`src/rtl/imm_extend_unit.sv`:
```
// imm_extend_unit: registered immediate extension (sign, zero, upper-place)
// with multi-beat chain assembly of wide constants, valid/ready on both sides.
module imm_extend_unit #(
    parameter int unsigned IN_W  = 8,
    parameter int unsigned OUT_W = 16
) (
    input  logic             clk,
    input  logic             reset,
    input  logic             in_valid,
    output logic             in_ready,
    input  logic [1:0]       mode,
    input  logic [IN_W-1:0]  in,
    output logic             out_valid,
    input  logic             out_ready,
    output logic [OUT_W-1:0] out,
    output logic             abort
);

    localparam int unsigned NCH   = OUT_W / IN_W;
    localparam int unsigned CNT_W = $clog2(NCH) + 1;
    localparam int unsigned EXT_W = OUT_W - IN_W;

    typedef enum logic [1:0] {
        MODE_SEXT  = 2'b00,
        MODE_ZEXT  = 2'b01,
        MODE_UPPER = 2'b10,
        MODE_CHAIN = 2'b11
    } mode_e;

    typedef enum logic {
        ST_IDLE = 1'b0,
        ST_ACC  = 1'b1
    } state_e;

    state_e             state_q, state_d;
    logic [CNT_W-1:0]   cnt_q, cnt_d;
    logic [OUT_W-1:0]   acc_q, acc_d;
    logic [OUT_W-1:0]   out_q, out_d;
    logic               out_valid_q, out_valid_d;
    logic               abort_q, abort_d;

    logic               accept;
    logic [OUT_W-1:0]   chain_next;
    logic [OUT_W-1:0]   ext_val;

    // Upstream may load whenever the output slot is empty or being drained.
    assign in_ready = !out_valid_q || out_ready;
    assign accept   = in_valid && in_ready;

    assign out       = out_q;
    assign out_valid = out_valid_q;
    assign abort     = abort_q;

    // Shift the partial up one chunk and append the new one at the bottom.
    assign chain_next = (acc_q << IN_W) | OUT_W'(in);

    // Single-beat extension result for the non-chain modes.
    always_comb begin
        ext_val = '0;
        unique case (mode_e'(mode))
            MODE_SEXT:  ext_val = {{EXT_W{in[IN_W-1]}}, in};
            MODE_ZEXT:  ext_val = {{EXT_W{1'b0}}, in};
            MODE_UPPER: ext_val = {in, {EXT_W{1'b0}}};
            default:    ext_val = '0;
        endcase
    end

    // Next-state: chain accumulation, abort of partials, output slot loading.
    always_comb begin
        state_d     = state_q;
        cnt_d       = cnt_q;
        acc_d       = acc_q;
        out_d       = out_q;
        out_valid_d = out_valid_q && !out_ready;
        abort_d     = 1'b0;

        if (accept) begin
            if (mode_e'(mode) == MODE_CHAIN) begin
                if (cnt_q == CNT_W'(NCH - 1)) begin
                    out_d       = chain_next;
                    out_valid_d = 1'b1;
                    acc_d       = '0;
                    cnt_d       = '0;
                    state_d     = ST_IDLE;
                end else begin
                    acc_d   = chain_next;
                    cnt_d   = cnt_q + CNT_W'(1);
                    state_d = ST_ACC;
                end
            end else begin
                if (state_q == ST_ACC) begin
                    abort_d = 1'b1;
                    acc_d   = '0;
                    cnt_d   = '0;
                end
                state_d     = ST_IDLE;
                out_d       = ext_val;
                out_valid_d = 1'b1;
            end
        end
    end

    // State and datapath registers; synchronous reset drops any partial silently.
    always_ff @(posedge clk) begin
        if (reset) begin
            state_q     <= ST_IDLE;
            cnt_q       <= '0;
            acc_q       <= '0;
            out_q       <= '0;
            out_valid_q <= 1'b0;
            abort_q     <= 1'b0;
        end else begin
            state_q     <= state_d;
            cnt_q       <= cnt_d;
            acc_q       <= acc_d;
            out_q       <= out_d;
            out_valid_q <= out_valid_d;
            abort_q     <= abort_d;
        end
    end

endmodule

```
`config.mk`:
```
export PLATFORM = sky130hd
export DESIGN_NAME = imm_extend_unit
export DESIGN_NICKNAME = d
export VERILOG_FILES = /design/src/rtl/imm_extend_unit.sv
export SDC_FILE = /design/constraint.sdc
export NUM_CORES = 1
export LEC_CHECK = 0
export ABC_CLOCK_PERIOD_IN_PS = 1300
export CORE_ASPECT_RATIO = 1.5
export CORE_MARGIN = 3
export CORE_UTILIZATION = 25
export CTS_CLUSTER_SIZE = 14
export DETAILED_ROUTE_END_ITERATION = 10
export GPL_TIMING_DRIVEN = 0
export PLACE_DENSITY = 0.47
export SYNTH_ARGS = -nofsm -noshare
export SYNTH_HDL_FRONTEND = slang
export SYNTH_SLANG_ARGS = --single-unit
```
`constraint.sdc`:
```
create_clock -name clk -period 1.3 [get_ports clk]
set_input_delay 0.13 -clock clk [delete_from_list [all_inputs] [get_ports clk]]
set_output_delay 0.13 -clock clk [all_outputs]
set_load 0.02 [all_outputs]
```
==> flow_summary.yaml, run 1 <==
global_routing:
  grt_use_total_pct: 12.52
  grt_pass1_vias: 1160
  grt_max_degree: 11
  antenna_found_initial: 0
  grt_first_pass_wirelength_mm: 5.637
  overflow: 0
clock_tree:
  clock_sinks: 29
  numCtsBuffers: 5
  clockRootBuffer: "clkbuf_8"
  cts.htree.levels: 2
  clk_latency_ps: 280
  cts_tree: "done"
  ctsHoldBuffers: 0
  cts_buffer_depth: 2
  clk_pin_slew_ps: 70
yosys:
  synth.net_count: 145
  synthArstFlopShare_pct: 0
  synth_edf_count: 0
  synth_cell_types: 26
  synth_cells: 131
  avgSynthCellArea_sq_um: 9.322
  synth-seq-cells: 29
  syn_area_sq_um: 1221
  ys.flop_type: "dfxtp_1"
  synth_warnings: 0
  ys_seq_area_share_pct: 47.54
critical_path:
  r2r_start: "out_valid"
  critPathLaunchType: "flop"
  rrSetupSlack_ps: -30
  crit_path_end_kind: "flop"
  path_max_fanout: 8
  required_ps: 1440
  cp_data_arrival_time_ps: 1470
  crit_type: "flop to flop"
  rr_worst_depth: 6
  reg2reg_to: "out[13]"
flow_run:
  max_cap_violations: 0
finish:
  layout.cells.non_filler: 246
  fillCellCount: 470
  final_nets: 195
  n_antenna_cell: 0
  layout-drive-gt1-share_pct: 37.36
  final_common_cell: "dfxtp_1"
  mostFrequentLayoutCells: "27 x dfxtp_1, 19 x dlygate4sd2_1, 15 x nor2_1"
  area_growth_pct: 61.07
  fin_area_sq_um: 1967
floorplanning:
  fp.dieH_um: 91.60
  die_area_sq_um: 5777
  core_sq_um: 4617
  initial_core_util_pct: 26.45
  io_pins: 33
  fp.dieW_um: 63.07
  rows: 30
min_path:
  hold_end: "out[2]"
  hold_start: "reset"
  whs_path_depth: 2
  hold_class: "primary input to flop"
timing:
  setup_slack_ps: -29.88
  fmax_mhz: 751.9
  tightest_slew_ps: 564.5
  clock_skew_ps: 6.813
  hold_viol: 0
  min_period_ps: 1330
  setup_violations: 13
  drv_slew: 0
  max_slew_margin_pct: 62.36
  rsz0062_at_grt: "true"
  min_period_over_period_pct: 102.3
route:
  final_antenna_net_count: 0
  wl_per_cell_um: 15.02
  dr.pass1.iters: 3
  routed_wl_mm: 3.696
  drt-initial-drc-count: 16
  drc: 0
  vias_per_cell: 4.659
  via_count: 1146
status:
  outcome: "complete, but fails checks"
  failed_checks: "setup timing"
placed_design:
  gp_congestion: 0.7712
  hpwlAfterDp_mm: 2.393
  dp_cells: 226
  dpl_cell_area_sq_um: 1634
  place_ws_ps: -565.3
  io_buffer_count: 31
power_and_ir_drop:
  power_density_nw_per_um2: 1080
  irDropWorstVdd_uv: 710.0
  power_mw: 2.124
  p_leak_nw: 0.8065
[worst max-delay path, stage by stage (launching register included)]
cell	delay (ps)
dfxtp_4	330
or2b_1	230
buf_6	150
o211a_4	180
clkbuf_16	170
nor2_1	80
nor3_1	50
[registers in the layout, indices dropped and copies added, names as in the netlist]
signal / cells
out: 16
acc_q: 8
cnt_q: 2
abort: 1
out_valid: 1
state_q: 1
[Yosys cell counts (2+ instances only)]
cell	n	area share (%)
dfxtp_1	29	48
o211ai_4	2	3.5
nand3_1	8	3.3
nand2_1	11	3.4
nor2_1	20	6.1
buf_4	3	1.8
a211oi_1	7	4.3
a22oi_1	8	4.9
clkbuf_1	3	0.92
a21oi_1	10	4.1
mux2_2	7	6.5
nor3_1	8	3.3
buf_2	2	0.82
[cell families after synthesis]
kind of cell,share of synthesized area (%)
flip-flops,47.54
buffers and inverters,4.200
AND/OR/NAND/NOR,22.23
AO/OA/AOI/OAI,18.75
multiplexers,7.275
[power by group]
part           switching (mW)  internal (mW)
Clock                   0.333          0.370
Combinational           0.245          0.216
Sequential             0.0260          0.934
Total                   0.604           1.52
[how the worst max path moves through the flow]
stage               cells after the start       from        to  slack (ps)
floorplan                               6  out_valid    out[6]           8
global placement                        5   in_valid  acc_q[0]        -490
detailed placement                      5   in_valid  acc_q[4]        -570
CTS                                     6    mode[1]  cnt_q[0]         -60
global route                            6  out_valid   out[11]        -100
finish                                  6  out_valid   out[13]         -30
[layer usage]
metal	global-route usage, %	share of wire, %
met3	3.960	4.2
met1	12.76	40
met4	4.972	1.5
met2	23.08	54
met5	0	0
[layout make-up]
type,count,area (sq um),share of cell area (%)
inverters,2,7.507,0.3817
plain buffers,8,71.32,3.626
flip-flops and latches,29,585.6,29.77
well taps,64,80.08,4.071
multi-input cells,93,739.5,37.60
repair buffers,42,400.4,20.36
clock buffers,6,72.57,3.690
clock inverters,2,10.01,0.5089
[per-stage QoR]
step	setup TNS (ps)	util [%]	hold WS, ps
floorplan	0	-	278.3
global placement	-11100	35.39	441.4
detailed placement	-11810	35.39	445.4
CTS	-484.8	39.35	329.6
global route	-1676	42.60	347.5
finish	-182.9	42.60	325.3
[repair_timing]
| action | CTS | global route |
|---|---|---|
| endpoints found under the setup margin | 46 | 28 |
| pin swaps | 3 | 10 |
| setup buffers | 5 | 3 |
| gates cloned | 1 | 3 |
| resized for setup | 42 | 23 |
No activity file was read; power rests on OpenSTA's default activity.
==> run 2: changes to the inputs <==
Settings changed: CAP_MARGIN set to 10.
==> results of run 2 <==
Same layout as run 1: the final DEF is identical, and so are final timing and power.
==> run 3: changes to the inputs <==
Settings changed: SETUP_SLACK_MARGIN set to 0.02.
==> flow_summary.yaml, run 3 (synthesis results as in run 1) <==
timing:
  drv_slew: 0
  max_slew_margin_pct: 49.98
  clock_skew_ps: 3.543
  min_period_ps: 1337
  min_period_over_period_pct: 102.8
  fmax_mhz: 748.2
  rsz0062_at_grt: "true"
  tightest_slew_ps: 750.3
  hold_viol: 0
  setup_violations: 14
  setup_slack_ps: -36.51
min_path:
  hold_class: "primary input to flop"
global_routing:
  antenna_found_initial: 0
  grt_first_pass_wirelength_mm: 6.210
  grt_max_degree: 11
  grt_pass1_vias: 1258
  overflow: 0
  grt_use_total_pct: 14.11
power_and_ir_drop:
  power_mw: 2.293
  p_leak_nw: 0.8285
  pwr-share-seq_pct: 42.0
  internal_power_mw: 1.643
  combPwrFrac_pct: 22.4
  clockPowerShare_pct: 35.6
  sw_frac_of_total_pct: 28.35
  irDropWorstVdd_uv: 719.6
  p_switching_mw: 0.6501
  power_density_nw_per_um2: 1076
flow_run:
  max_cap_violations: 0
floorplanning:
  die_area_sq_um: 5777
  initial_core_util_pct: 26.45
  io_pins: 33
  rows: 30
  fp.dieH_um: 91.60
  core_sq_um: 4617
  fp.dieW_um: 63.07
placed_design:
  hpwlAfterDp_mm: 2.353
  io_buffer_count: 31
  dpl_cell_area_sq_um: 1634
  gp_congestion: 0.7500
finish:
  final_common_cell: "dfxtp_1"
  n_antenna_cell: 0
  layout-drive-gt1-share_pct: 49.17
  fin_util_pct: 46.15
  area_growth_pct: 74.49
  final_nets: 194
  largest_register_ffs: 16
  mostFrequentLayoutCells: "27 x dfxtp_1, 21 x dlygate4sd2_1, 17 x nor2_1"
  fin_area_sq_um: 2131
critical_path:
  cp_data_arrival_time_ps: 1490
  critPathLaunchType: "flop"
  required_ps: 1460
  crit_type: "flop to flop"
  cp_slowest_cell: "dfxtp_4"
  path_max_fanout: 8
  worst_path_dominant_cell_family: "simple AND/OR/NAND/NOR gates"
  crit_chain: "or2b_1, buf_6, nor4b_4, buf_6, a22oi_2, nor2_1"
  max_stage_delay_ps: 340
  timing.critical_path.buf_inv: 2
  critPathMostFrequentCell: "buf_6"
  crit_path_end_kind: "flop"
clock_tree:
  cts.htree.levels: 2
  clk_pin_slew_ps: 60
  ctsHoldBuffers: 0
  numCtsBuffers: 5
  clock_sinks: 29
  clockRootBuffer: "clkbuf_8"
  cts_buffer_depth: 2
  cts_tree: "done"
  clk_latency_ps: 280
status:
  outcome: "complete, but fails checks"
  failed_checks: "setup timing"
route:
  routed_wl_mm: 3.841
  final_antenna_net_count: 0
  vias_per_cell: 4.710
  wl_per_cell_um: 15.68
  via_count: 1154
  drt-initial-drc-count: 21
  dr.pass1.iters: 4
  drc: 0
[run 3: cell types whose count changed in the layout (fill, tap and decap cells not counted), sizes merged]
cell,before,now
dlygate4sd2,19,21
dlymetal6s2s,2,0
clkinv,2,1
[run 3: path summary, 6_finish.rpt]
path                  start       end  slack [ps]  cells past startpoint
setup reg to reg  out_valid  acc_q[7]         -40                      6
hold / removal        reset   out[10]         350                      2
hold reg to reg      out[5]    out[5]         460                      2
setup / recovery  out_valid  acc_q[7]         -40                      6
[run 3: metal layers]
metal  vias to the layer above  track usage (%)  routed length (um)
met1                       546            15.27                1554
met5                         -                0                   0
met3                        10            3.713                 203
met4                         0            7.919                 110
met2                        31            24.41                1974
li1                        567                -                   -
[run 3: power by group through the flow]
stage,Clock (mW),Sequential (mW),Combinational (mW)
5_1_grt,0.877,0.968,0.550
3_5_place_dp,0,0.977,0.382
2_1_floorplan,0,1.02,0.173
6_report,0.816,0.963,0.515
4_1_cts,0.841,0.960,0.461
3_3_place_gp,0,0.974,0.380
[run 3: worst register-to-register path: cells and delay by family, from the launching register on]
kind,cells,cell delay [ps]
flops,1,340
simple gates,3,420
buf+inv,2,300
compound gates,1,170
[run 3: layout make-up]
class,count,area [sq um]
well taps,64,80.08
flip-flops and latches,29,585.6
clock inverters,1,5.005
inverters,2,7.507
fillers,456,2486
multi-input cells,93,888.4
clock buffers,7,96.34
repair buffers,41,400.4
plain buffers,8,67.56
[run 3: what timing repair did]
item / CTS / global route
resized for setup: 67 / 28
buffers inserted: 6 / 1
cloned: 4 / 0
endpoints found under the setup margin: 46 / 29
pin swaps: 19 / 18
[run 3: stage by stage]
| step | cells | worst slack (ps) | hold WS (ps) | TNS [ps] |
|---|---|---|---|---|
| 3_3_place_gp | 226 | -481.0 | 442.7 | -11240 |
| 5_1_grt | 245 | -107.8 | 392.6 | -1671 |
| 6_report | 245 | -36.51 | 345.6 | -158.4 |
| 2_1_floorplan | 131 | 7.829 | 274.1 | 0 |
| 4_1_cts | 244 | -34.63 | 312.7 | -170.6 |
| 3_5_place_dp | 226 | -527.5 | 445.0 | -11640 |
